**src/rtl/ycbcr2rgb_pkg.sv**
```systemverilog
// Shared constants and types for the YCbCr -> RGB888 conversion block.
// Coefficients are BT.601 full-range values scaled by 2^FRAC_BITS.
package ycbcr2rgb_pkg;

  localparam int PIX_W     = 8;
  localparam int FRAC_BITS = 8;
  localparam int PIPE_LAT  = 4;
  localparam int PROD_W    = 20;
  localparam int CHROMA_OFS = 128;

  typedef logic signed [PROD_W-1:0] prod_t;
  typedef logic signed [PIX_W:0]    chroma_t;

  localparam prod_t   C_RV     = 20'sd359;
  localparam prod_t   C_GU     = 20'sd88;
  localparam prod_t   C_GV     = 20'sd183;
  localparam prod_t   C_BU     = 20'sd454;
  localparam chroma_t CHROMA_S = chroma_t'(CHROMA_OFS);

  // Frame sync bits that travel alongside each pixel.
  typedef struct packed {
    logic vsync;
    logic hsync;
    logic de;
  } sync_t;

endpackage

```
**src/rtl/ycbcr2rgb_if.sv**
```systemverilog
// Pixel stream bundle for the YCbCr -> RGB888 stage.
// The stream has no valid/ready handshake: a pixel is presented and taken
// on every clock, de only marks which pixels are active video, and the
// sink can never apply backpressure.
interface ycbcr2rgb_if;
  logic       pre_frame_vsync;
  logic       pre_frame_hsync;
  logic       pre_frame_de;
  logic [7:0] img_y;
  logic [7:0] img_cb;
  logic [7:0] img_cr;
  logic       post_frame_vsync;
  logic       post_frame_hsync;
  logic       post_frame_de;
  logic [7:0] rgb888_r;
  logic [7:0] rgb888_g;
  logic [7:0] rgb888_b;

  modport master (
    output pre_frame_vsync, pre_frame_hsync, pre_frame_de,
    output img_y, img_cb, img_cr,
    input  post_frame_vsync, post_frame_hsync, post_frame_de,
    input  rgb888_r, rgb888_g, rgb888_b
  );

  modport slave (
    input  pre_frame_vsync, pre_frame_hsync, pre_frame_de,
    input  img_y, img_cb, img_cr,
    output post_frame_vsync, post_frame_hsync, post_frame_de,
    output rgb888_r, rgb888_g, rgb888_b
  );
endinterface

```
**src/rtl/ycbcr2rgb_sat_u8.sv**
```systemverilog
// Clamp a signed 20-bit value into the unsigned 8-bit range 0..255.
module sat_u8 (
  input  logic signed [19:0] din_i,
  output logic        [7:0]  dout_o
);

  // Negative -> 0, anything above 255 -> 255, otherwise pass the low byte.
  always_comb begin
    dout_o = '0;
    if (din_i[19]) begin
      dout_o = 8'h00;
    end else if (|din_i[18:8]) begin
      dout_o = 8'hFF;
    end else begin
      dout_o = din_i[7:0];
    end
  end

endmodule

```
**src/rtl/ycbcr2rgb.sv**
```systemverilog
// YCbCr 4:4:4 -> RGB888, four-stage pipeline, one pixel per clock.
// Optional macro YCBCR2RGB_ROUND_EN: add half an LSB before the final
// shift (round-half-up) instead of a plain floor.
module ycbcr2rgb
  import ycbcr2rgb_pkg::*;
#(
  parameter bit BLANK_ZERO = 1'b1
) (
  input  logic       clk,
  input  logic       rst,
  ycbcr2rgb_if.slave bus
);

`ifdef YCBCR2RGB_ROUND_EN
  localparam prod_t RND = 20'sd128;
`else
  localparam prod_t RND = 20'sd0;
`endif

  // S1: luma and offset-removed chroma
  logic [PIX_W-1:0] y_q,  y_d;
  chroma_t          db_q, db_d;
  chroma_t          dr_q, dr_d;

  // S2: products
  prod_t py_q,  py_d;
  prod_t prv_q, prv_d;
  prod_t pgu_q, pgu_d;
  prod_t pgv_q, pgv_d;
  prod_t pbu_q, pbu_d;

  // S3: channel sums
  prod_t r_sum_q, r_sum_d;
  prod_t g_sum_q, g_sum_d;
  prod_t b_sum_q, b_sum_d;

  // S4: clamped channels
  logic [PIX_W-1:0] r_q, r_d;
  logic [PIX_W-1:0] g_q, g_d;
  logic [PIX_W-1:0] b_q, b_d;

  prod_t r_shf, g_shf, b_shf;

  sync_t                 sync_in;
  sync_t [PIPE_LAT-1:0]  sync_q, sync_d;

  // Datapath next-state for every stage; data is taken every cycle.
  always_comb begin
    y_d     = bus.img_y;
    db_d    = $signed({1'b0, bus.img_cb}) - CHROMA_S;
    dr_d    = $signed({1'b0, bus.img_cr}) - CHROMA_S;

    py_d    = $signed({4'b0000, y_q, {FRAC_BITS{1'b0}}});
    prv_d   = C_RV * prod_t'(dr_q);
    pgu_d   = C_GU * prod_t'(db_q);
    pgv_d   = C_GV * prod_t'(dr_q);
    pbu_d   = C_BU * prod_t'(db_q);

    // Worst case magnitude is about 123k, well inside 20 signed bits.
    r_sum_d = py_q + prv_q;
    g_sum_d = py_q - pgu_q - pgv_q;
    b_sum_d = py_q + pbu_q;

    r_shf   = (r_sum_q + RND) >>> FRAC_BITS;
    g_shf   = (g_sum_q + RND) >>> FRAC_BITS;
    b_shf   = (b_sum_q + RND) >>> FRAC_BITS;

    sync_in = '{vsync: bus.pre_frame_vsync,
                hsync: bus.pre_frame_hsync,
                de:    bus.pre_frame_de};
    sync_d  = {sync_q[PIPE_LAT-2:0], sync_in};
  end

  sat_u8 u_sat_r (.din_i(r_shf), .dout_o(r_d));
  sat_u8 u_sat_g (.din_i(g_shf), .dout_o(g_d));
  sat_u8 u_sat_b (.din_i(b_shf), .dout_o(b_d));

  // Pipeline and sync delay registers, all cleared by the async reset.
  always_ff @(posedge clk or posedge rst) begin
    if (rst) begin
      y_q     <= '0;
      db_q    <= '0;
      dr_q    <= '0;
      py_q    <= '0;
      prv_q   <= '0;
      pgu_q   <= '0;
      pgv_q   <= '0;
      pbu_q   <= '0;
      r_sum_q <= '0;
      g_sum_q <= '0;
      b_sum_q <= '0;
      r_q     <= '0;
      g_q     <= '0;
      b_q     <= '0;
      sync_q  <= '0;
    end else begin
      y_q     <= y_d;
      db_q    <= db_d;
      dr_q    <= dr_d;
      py_q    <= py_d;
      prv_q   <= prv_d;
      pgu_q   <= pgu_d;
      pgv_q   <= pgv_d;
      pbu_q   <= pbu_d;
      r_sum_q <= r_sum_d;
      g_sum_q <= g_sum_d;
      b_sum_q <= b_sum_d;
      r_q     <= r_d;
      g_q     <= g_d;
      b_q     <= b_d;
      sync_q  <= sync_d;
    end
  end

  logic blank;

  // Blanking gates the registered colour with the delayed de.
  always_comb begin
    blank                = BLANK_ZERO && !sync_q[PIPE_LAT-1].de;
    bus.post_frame_vsync = sync_q[PIPE_LAT-1].vsync;
    bus.post_frame_hsync = sync_q[PIPE_LAT-1].hsync;
    bus.post_frame_de    = sync_q[PIPE_LAT-1].de;
    bus.rgb888_r         = blank ? '0 : r_q;
    bus.rgb888_g         = blank ? '0 : g_q;
    bus.rgb888_b         = blank ? '0 : b_q;
  end

endmodule
```
**src/flat_wrapper.sv**
```systemverilog
// flat-port wrapper written by rule: the top's interface ports become plain ports
module ycbcr2rgb_flat import ycbcr2rgb_pkg::*;
#(
  parameter bit BLANK_ZERO = 1'b1
)
  (clk, rst, bus_pre_frame_vsync, bus_pre_frame_hsync, bus_pre_frame_de, bus_img_y, bus_img_cb, bus_img_cr, bus_post_frame_vsync, bus_post_frame_hsync, bus_post_frame_de, bus_rgb888_r, bus_rgb888_g, bus_rgb888_b);
  ycbcr2rgb_if bus_i ();
  input  logic clk;
  input  logic rst;
  input wire logic [$bits(bus_i.pre_frame_vsync)-1:0] bus_pre_frame_vsync;
  input wire logic [$bits(bus_i.pre_frame_hsync)-1:0] bus_pre_frame_hsync;
  input wire logic [$bits(bus_i.pre_frame_de)-1:0] bus_pre_frame_de;
  input wire logic [$bits(bus_i.img_y)-1:0] bus_img_y;
  input wire logic [$bits(bus_i.img_cb)-1:0] bus_img_cb;
  input wire logic [$bits(bus_i.img_cr)-1:0] bus_img_cr;
  output wire logic [$bits(bus_i.post_frame_vsync)-1:0] bus_post_frame_vsync;
  output wire logic [$bits(bus_i.post_frame_hsync)-1:0] bus_post_frame_hsync;
  output wire logic [$bits(bus_i.post_frame_de)-1:0] bus_post_frame_de;
  output wire logic [$bits(bus_i.rgb888_r)-1:0] bus_rgb888_r;
  output wire logic [$bits(bus_i.rgb888_g)-1:0] bus_rgb888_g;
  output wire logic [$bits(bus_i.rgb888_b)-1:0] bus_rgb888_b;
  assign bus_i.pre_frame_vsync = bus_pre_frame_vsync;
  assign bus_i.pre_frame_hsync = bus_pre_frame_hsync;
  assign bus_i.pre_frame_de = bus_pre_frame_de;
  assign bus_i.img_y = bus_img_y;
  assign bus_i.img_cb = bus_img_cb;
  assign bus_i.img_cr = bus_img_cr;
  assign bus_post_frame_vsync = bus_i.post_frame_vsync;
  assign bus_post_frame_hsync = bus_i.post_frame_hsync;
  assign bus_post_frame_de = bus_i.post_frame_de;
  assign bus_rgb888_r = bus_i.rgb888_r;
  assign bus_rgb888_g = bus_i.rgb888_g;
  assign bus_rgb888_b = bus_i.rgb888_b;
  ycbcr2rgb #(.BLANK_ZERO(BLANK_ZERO)) u_core (.clk(clk), .rst(rst), .bus(bus_i));
endmodule
```
**config.mk**
```make
export PLATFORM = sky130hd
export DESIGN_NAME = ycbcr2rgb_flat
export DESIGN_NICKNAME = d
export VERILOG_FILES = /design/src/rtl/ycbcr2rgb_pkg.sv /design/src/rtl/ycbcr2rgb_if.sv /design/src/rtl/ycbcr2rgb_sat_u8.sv /design/src/rtl/ycbcr2rgb.sv /design/src/flat_wrapper.sv
export SDC_FILE = /design/constraint.sdc
export NUM_CORES = 1
export LEC_CHECK = 0
export ABC_AREA = 1
export BUFFER_PORTS_ARGS = -buffer_cell sky130_fd_sc_hd__buf_2
export CAP_MARGIN = 5
export CORE_ASPECT_RATIO = 0.8
export CORE_MARGIN = 1
export CORE_UTILIZATION = 36
export CTS_BUF_LIST = sky130_fd_sc_hd__clkbuf_16
export CTS_CLUSTER_SIZE = 14
export DETAILED_ROUTE_END_ITERATION = 10
export SETUP_SLACK_MARGIN = 0.2
export SYNTH_ARGS = -nofsm -noshare
export SYNTH_HDL_FRONTEND = slang
export SYNTH_SLANG_ARGS = --single-unit
export TNS_END_PERCENT = 30
```
**constraint.sdc**
```tcl
create_clock -name clk -period 6.4 [get_ports clk]
set_input_delay 0.64 -clock clk [delete_from_list [all_inputs] [get_ports clk]]
set_output_delay 0.64 -clock clk [all_outputs]
set_load 0.02 [all_outputs]
```
## Word level (Yosys, flattened, before mapping)

Index checks and enable logic that the tools add are counted.

| word-level totals | value |
|---|---|
| memory bits (writable) | 0 |
| input bits | 29 |
| ROM bits | 0 |
| word-level logic and storage cells | 48 |
| bits in latches | 0 |
| output and inout port bits | 27 |
| flip-flop bits (word level) | 206 |
| memories | 0 |

| cells by class | value |
|---|---|
| $add $sub $neg | 6 |
| equal/unequal tests | 0 |
| multiplexer cells | 9 |
| bitwise operators | 0 |
| shifts and indexed selects | 0 |
| div/mod/pow operators | 0 |
| reductions and logical operators | 3 |
| multiply operators | 4 |
| magnitude comparators | 0 |

Operators with widths:

| kind | number |
|---|---|
| two-way mux 8 bit | 9 |
| adder 17 x 20 -> 20 bit | 2 |
| multiplier 9 x 9 -> 18 bit (first input constant) | 2 |
| subtractor 17 x 20 -> 20 bit | 1 |
| subtractor 20 bit | 1 |
| multiplier 10 x 9 -> 19 bit (first input constant) | 1 |
| subtractor 8 x 8 -> 9 bit (second input constant) | 2 |
| multiplier 5 x 9 -> 14 bit (first input constant) | 1 |
| OR reduction 4 bit | 3 |

## Depth between registers and ports, before layout

| logic depth | value |
|---|---|
| depth in word-level cells | 3 |
| gate-level depth with buffers | 19 |
| mapped depth without buffers | 19 |

## Modules after synthesis

A second synthesis with hierarchy kept.

| unflattened totals | value |
|---|---|
| cell total of the unflattened synthesis | 1,443 |
| area, all modules | 12,354.3 µm² |

Modules (own cells, without submodules):

| module | seq. area each (µm²) | area an instance (µm²) | cells an instance | instances |
|---|---|---|---|---|
| ycbcr2rgb | 3,953.8 | 11,716.2 | 1,311 | 1 |
| sat_u8 | 0.0 | 212.7 | 44 | 3 |

## Least setup slack after synthesis

No wires, ideal clock.

| timing path | value |
|---|---|
| path kind | reg-to-reg |
| start | reg u_core.dr_q[7] |
| end | reg u_core.pgv_q[18] |
| setup time | 118 ps |
| clock period less this slack | 4,140 ps |
| cell stages (with the launch flop) | 18 |
| slack | 2,260 ps |
| data arrival time | 4,022 ps |
| cell sequence | dfrtp_1 inv_1 ha_1 ha_1 fa_1 inv_1 fa_1 inv_1 fa_1 ha_1 a21oi_1 nand2_1 nand2_1 nand2_1 nand2_1 nand2_1 nand2_1 nand2_1 |

| on the way | value |
|---|---|
| cells in the longest elaborated chain, start to end | 1 |

Ends and longest elaborated chain:

| what | line | source |
|---|---|---|
| start: declaration | ycbcr2rgb.sv:23 | `chroma_t dr_q, dr_d;` |
| start signal: assignment | ycbcr2rgb.sv:99 | `dr_q <= dr_d;` |
| multiplier 9 x 9 -> 18 bit | ycbcr2rgb.sv:56 | `pgv_d = C_GV * prod_t'(dr_q);` |
| via u_core.pgv_d[17] | ycbcr2rgb.sv:29 | `prod_t pgv_q, pgv_d;` |
| end signal: assignment | ycbcr2rgb.sv:103 | `pgv_q <= pgv_d;` |
| end: declaration | ycbcr2rgb.sv:29 |  |

The timed path passes the listed nets, and every way through them passes these cells.

## Worst setup path after layout

Ends and elaborated chain as after synthesis.

==> impl_results.rst <==
.. list-table::
   :header-rows: 1

   * - Metric
     - Value
   * - Number of primary I/O pins
     - 56
   * - Number of instances resized during post-cts repair
     - 0
   * - Cell Chain, Critical Path
     - buf_4, inv_1, ha_1, ha_1, fa_1, inv_1, fa_1, inv_1, fa_1, ha_1, a21oi_1, nand2_1, nand2_1, nand2_1, nand2_1, nand2_1, nand2_1, nand2_1
   * - Reg area
     - 3950 sq um
   * - Clock group share of total power
     - 0.185
   * - Proportion of synthesized chip area in sequential cells
     - 0.329
   * - DRT Pass-1 Iters
     - 8
   * - RSZ-0062 raised after global routing
     - no
   * - First element of the critical path
     - u_core.dr_q[7]$_DFF_PP0_
   * - Placeable core region
     - 32700 sq um
   * - Placement-stage cell area
     - 12800 sq um
   * - Global routing met1 resource utilization
     - 0.234
   * - R2R cell count
     - 18
   * - Synth Cell Area
     - 12000 sq um
   * - Total global-route track usage
     - 0.160
   * - Post-synthesis area per instance
     - 8.56 sq um
   * - Overall overflow remaining after global route
     - 0
   * - Status
     - complete, but fails checks
   * - Wire length of the first global-routing pass
     - 42400 um
   * - Cell Int Power
     - 3.06 mW
   * - Yosys warnings
     - 0
   * - Final count of hold timing violations
     - 0
   * - Headroom to the max-slew limit
     - 0.375
   * - Total Nets Final
     - 1770
   * - Final-layout worst hold slack
     - 0.307 ns
   * - Most Used Layer, Global Route
     - met2
   * - Lkg Pwr
     - 7.76 nW
   * - Clock tree from TritonCTS
     - yes
   * - End point of the critical path
     - u_core.pgv_q[18]$_DFF_PP0_
   * - Clock transition at the registers of the reported paths
     - 0.07 ns
   * - Worst endpoint data arrival time
     - 4.64 ns
   * - Critical-path top delay cell
     - sky130_fd_sc_hd__fa_1
   * - Distinct cells, synth
     - 33
   * - Number of clock sinks
     - 158
   * - Maximum number of pins on one net before global-route repair
     - 85
   * - Total Wirelength
     - 24800 um
   * - Quantity of hold-fixing buffers added after cts
     - 0
   * - Floorplan die width
     - 206 um
   * - Tcrit/Tclk final
     - 0.674
   * - Worst min-delay path category
     - primary input to flop
   * - FILL cells
     - 3280
   * - Post-layout total power
     - 5.59 mW
   * - Library cell appearing most often on the critical path
     - sky130_fd_sc_hd__nand2_1
   * - Transition time at the pin with the least slew margin
     - 0.938 ns
   * - H-tree depth reported by CTS
     - 4
   * - Post-CTS Setup Inserts
     - 0
   * - Starting Density
     - 0.368
   * - Largest driver fanout on the critical path
     - 15
   * - Area taken by multi-input logic gates
     - 6760 sq um
   * - Reg-to-Reg End
     - u_core.pgv_q[18]$_DFF_PP0_
   * - Portion of total power attributed to sequential cells
     - 0.259
   * - DRC violation count after routing
     - 18
   * - Antenna-violating nets left
     - 0
   * - Maximum number of buffers from clock root to sink
     - 2
   * - Met2 GRT Util
     - 0.237
   * - Source-to-sink clock delay at the later pin of the worst-skew pair
     - 0.44 ns
   * - Gate count after technology mapping
     - 1405
   * - Proportion of layout cells with a drive suffix above 1
     - 0.0644
   * - Worst reg2reg startpoint
     - u_core.dr_q[7]$_DFF_PP0_
   * - Average vias per placed instance
     - 4.48
   * - Area enclosed by the die boundary
     - 34200 sq um
   * - Clock tree root driver cell
     - sky130_fd_sc_hd__clkbuf_16
   * - Pwr Density
     - 416 nW/um^2
   * - Slew Limit Fails
     - 0
   * - Number of global-route vias before repair
     - 8414
   * - Row count
     - 59
   * - WL/cell
     - 12.9 um
   * - Setup slack of the most critical reg-to-reg path
     - 2.08 ns
   * - Initial antenna violation count
     - 0
   * - Initial DRC count
     - 560
   * - Synthesized net count
     - 1697
   * - Hpwl dp
     - 20200 um
   * - Critical Path Sink Type
     - flop
   * - Data required time of the worst path
     - 6.73 ns
   * - Peak Freq
     - 232 MHz
   * - Max-cap violations
     - 0
   * - Post-synthesis sequential element count
     - 158
   * - TritonCTS Buffers
     - 17
   * - Final core area utilization
     - 0.411
   * - Via count of the routed design
     - 8585
   * - Global routing usage on met3
     - 0.0314
   * - Vert. Die Dim
     - 166 um
   * - Failing checks
     - DRC
   * - Largest clock skew in the final design
     - 0.0158 ns
   * - Portion of total power attributed to combinational logic
     - 0.556
   * - Setup crit start kind
     - flop
   * - Post-layout instance area
     - 13400 sq um
   * - Total of endpoints with negative setup slack in the final report
     - 0
   * - Post-route minimum period
     - 4.32 ns
   * - Number of antenna repair diodes
     - 0
   * - Sum of negative setup slack
     - 0 ns
   * - Net switching power
     - 2.52 mW
   * - Fraction of power spent switching nets
     - 0.452
   * - Largest stage delay on the critical path
     - 0.53 ns
   * - Worst voltage drop across the vdd grid
     - 0.189 mV
   * - Weighted congestion at the end of routability-driven global placement
     - 0.960
   * - Category of the most critical setup path
     - flop to flop
   * - PortBufs
     - 55
   * - Area grow syn2layout
     - 11.6%
-- worst min-delay path by stage --
stage | start | cells past startpoint | to | slack (ns)
floorplan | u_core.sync_d[9]$_DFF_PP0_ | 0 | u_core.bus.post_frame_de$_DFF_PP0_ | 0.33
global placement | u_core.sync_d[10]$_DFF_PP0_ | 0 | u_core.bus.post_frame_hsync$_DFF_PP0_ | 0.33
detailed placement | u_core.y_q[2]$_DFF_PP0_ | 0 | u_core.py_q[10]$_DFF_PP0_ | 0.33
CTS | bus_img_y[7] | 1 | u_core.y_q[7]$_DFF_PP0_ | 0.29
global route | bus_img_y[1] | 1 | u_core.y_q[1]$_DFF_PP0_ | 0.29
finish | bus_img_y[0] | 1 | u_core.y_q[0]$_DFF_PP0_ | 0.31
-- routing by layer --
metal	vias up	share of wire
met4	0	0.014
met5	-	0
met2	159	0.42
met3	20	0.047
met1	3952	0.52
li1	4454	-
-- through the flow --
step	cells	setup slack, ns
2_1_floorplan	1405	1.50
3_3_place_gp	1886	2.16
3_5_place_dp	1886	2.08
4_1_cts	1917	2.06
5_1_grt	1917	1.75
6_report	1917	2.08
-- power groups by stage --
stage | registers, mW | clock network, mW | logic (mW)
after floorplan | 1.43 | 0 | 2.31
after global placement | 1.47 | 0 | 3.03
after detailed placement | 1.47 | 0 | 3.06
after CTS | 1.45 | 1.06 | 3.10
after global routing | 1.48 | 1.10 | 3.61
final | 1.45 | 1.03 | 3.11
-- placed cells by master, fill, tap and decap left out, drive strengths merged, types with 7 or more instances in the layout --
cell / instances
inv: 351
nand4: 10
nand3: 58
nand2: 306
buf: 57
dfrtp: 158
o21ai: 45
fa: 67
nor3: 10
ha: 196
xor2: 31
a21o: 7
xnor2: 10
clkbuf: 17
nor2: 75
a21oi: 54
-- final cells by class --
type / count / share of cell area
clock buffers: 17 / 0.0317
clock inverters: 14 / 0.0123
inverters: 345 / 0.0968
multi-input cells: 899 / 0.503
flip-flops and latches: 158 / 0.294
well taps: 427 / 0.0398
repair buffers: 57 / 0.0216
-- Yosys cell counts (all sizes together) --
| cell type | instances | area share |
|---|---|---|
| o211ai | 4 | 0.0025 |
| a22oi | 3 | 0.0019 |
| fa | 67 | 0.11 |
| dfrtp | 158 | 0.33 |
| o21bai | 5 | 0.0031 |
| clkbuf | 2 | 0.00062 |
| o21ai | 45 | 0.019 |
| a21oi | 54 | 0.022 |
| nor2 | 75 | 0.024 |
| and2 | 3 | 0.0016 |
| xnor2 | 10 | 0.0073 |
| o21a | 2 | 0.0012 |
| a21o | 7 | 0.0044 |
| nand3 | 58 | 0.024 |
| nor4 | 1 | 0.00052 |
| buf | 1 | 0.00094 |
| nand3b | 1 | 0.00062 |
| a21boi | 2 | 0.0012 |
| inv | 345 | 0.11 |
| nand2 | 306 | 0.096 |
| a31oi | 3 | 0.0016 |
| or2 | 6 | 0.0031 |
| ha | 196 | 0.20 |
| nor3 | 10 | 0.0046 |
| xor2 | 31 | 0.023 |
| nand4 | 10 | 0.0052 |
-- registers in the layout, summed over array words and instances (netlist names) --
name / cells
u_core.pgu_q: 14
u_core.pgv_q: 14
u_core.bus.post_frame_de: 1
u_core.g_q: 8
u_core.b_q: 8
u_core.bus.post_frame_hsync: 1
u_core.db_q: 8
u_core.b_sum_q: 12
u_core.r_q: 8
u_core.bus.post_frame_vsync: 1
u_core.prv_q: 15
u_core.py_q: 8
u_core.pbu_q: 11
u_core.dr_q: 8
u_core.r_sum_q: 12
u_core.g_sum_q: 12
u_core.y_q: 8
u_core.sync_d: 9
-- worst max-delay path, delay by kind of cell, from the launching register on --
kind                     cells  cell delay, ns
AO/OA/AOI/OAI                1            0.23
adder cells (fa/ha/maj)      6            2.58
buffers and inverters        4            0.52
flip-flops                   1            0.32
AND/OR/NAND/NOR              7            0.54
-- kinds of logic (layout without fill, tap and decap cells) --
family,Yosys count,count (layout),share of synthesized area
AOI/OAI and AO/OA,125,125,0.0577
buffers and inverters,348,433,0.109
adders and majority gates,263,263,0.315
and+or+nand+nor,470,470,0.159
DFF,158,158,0.329
xor gates and xnor gates,41,41,0.0298
Note: power is estimated with default switching activity, not from simulation.
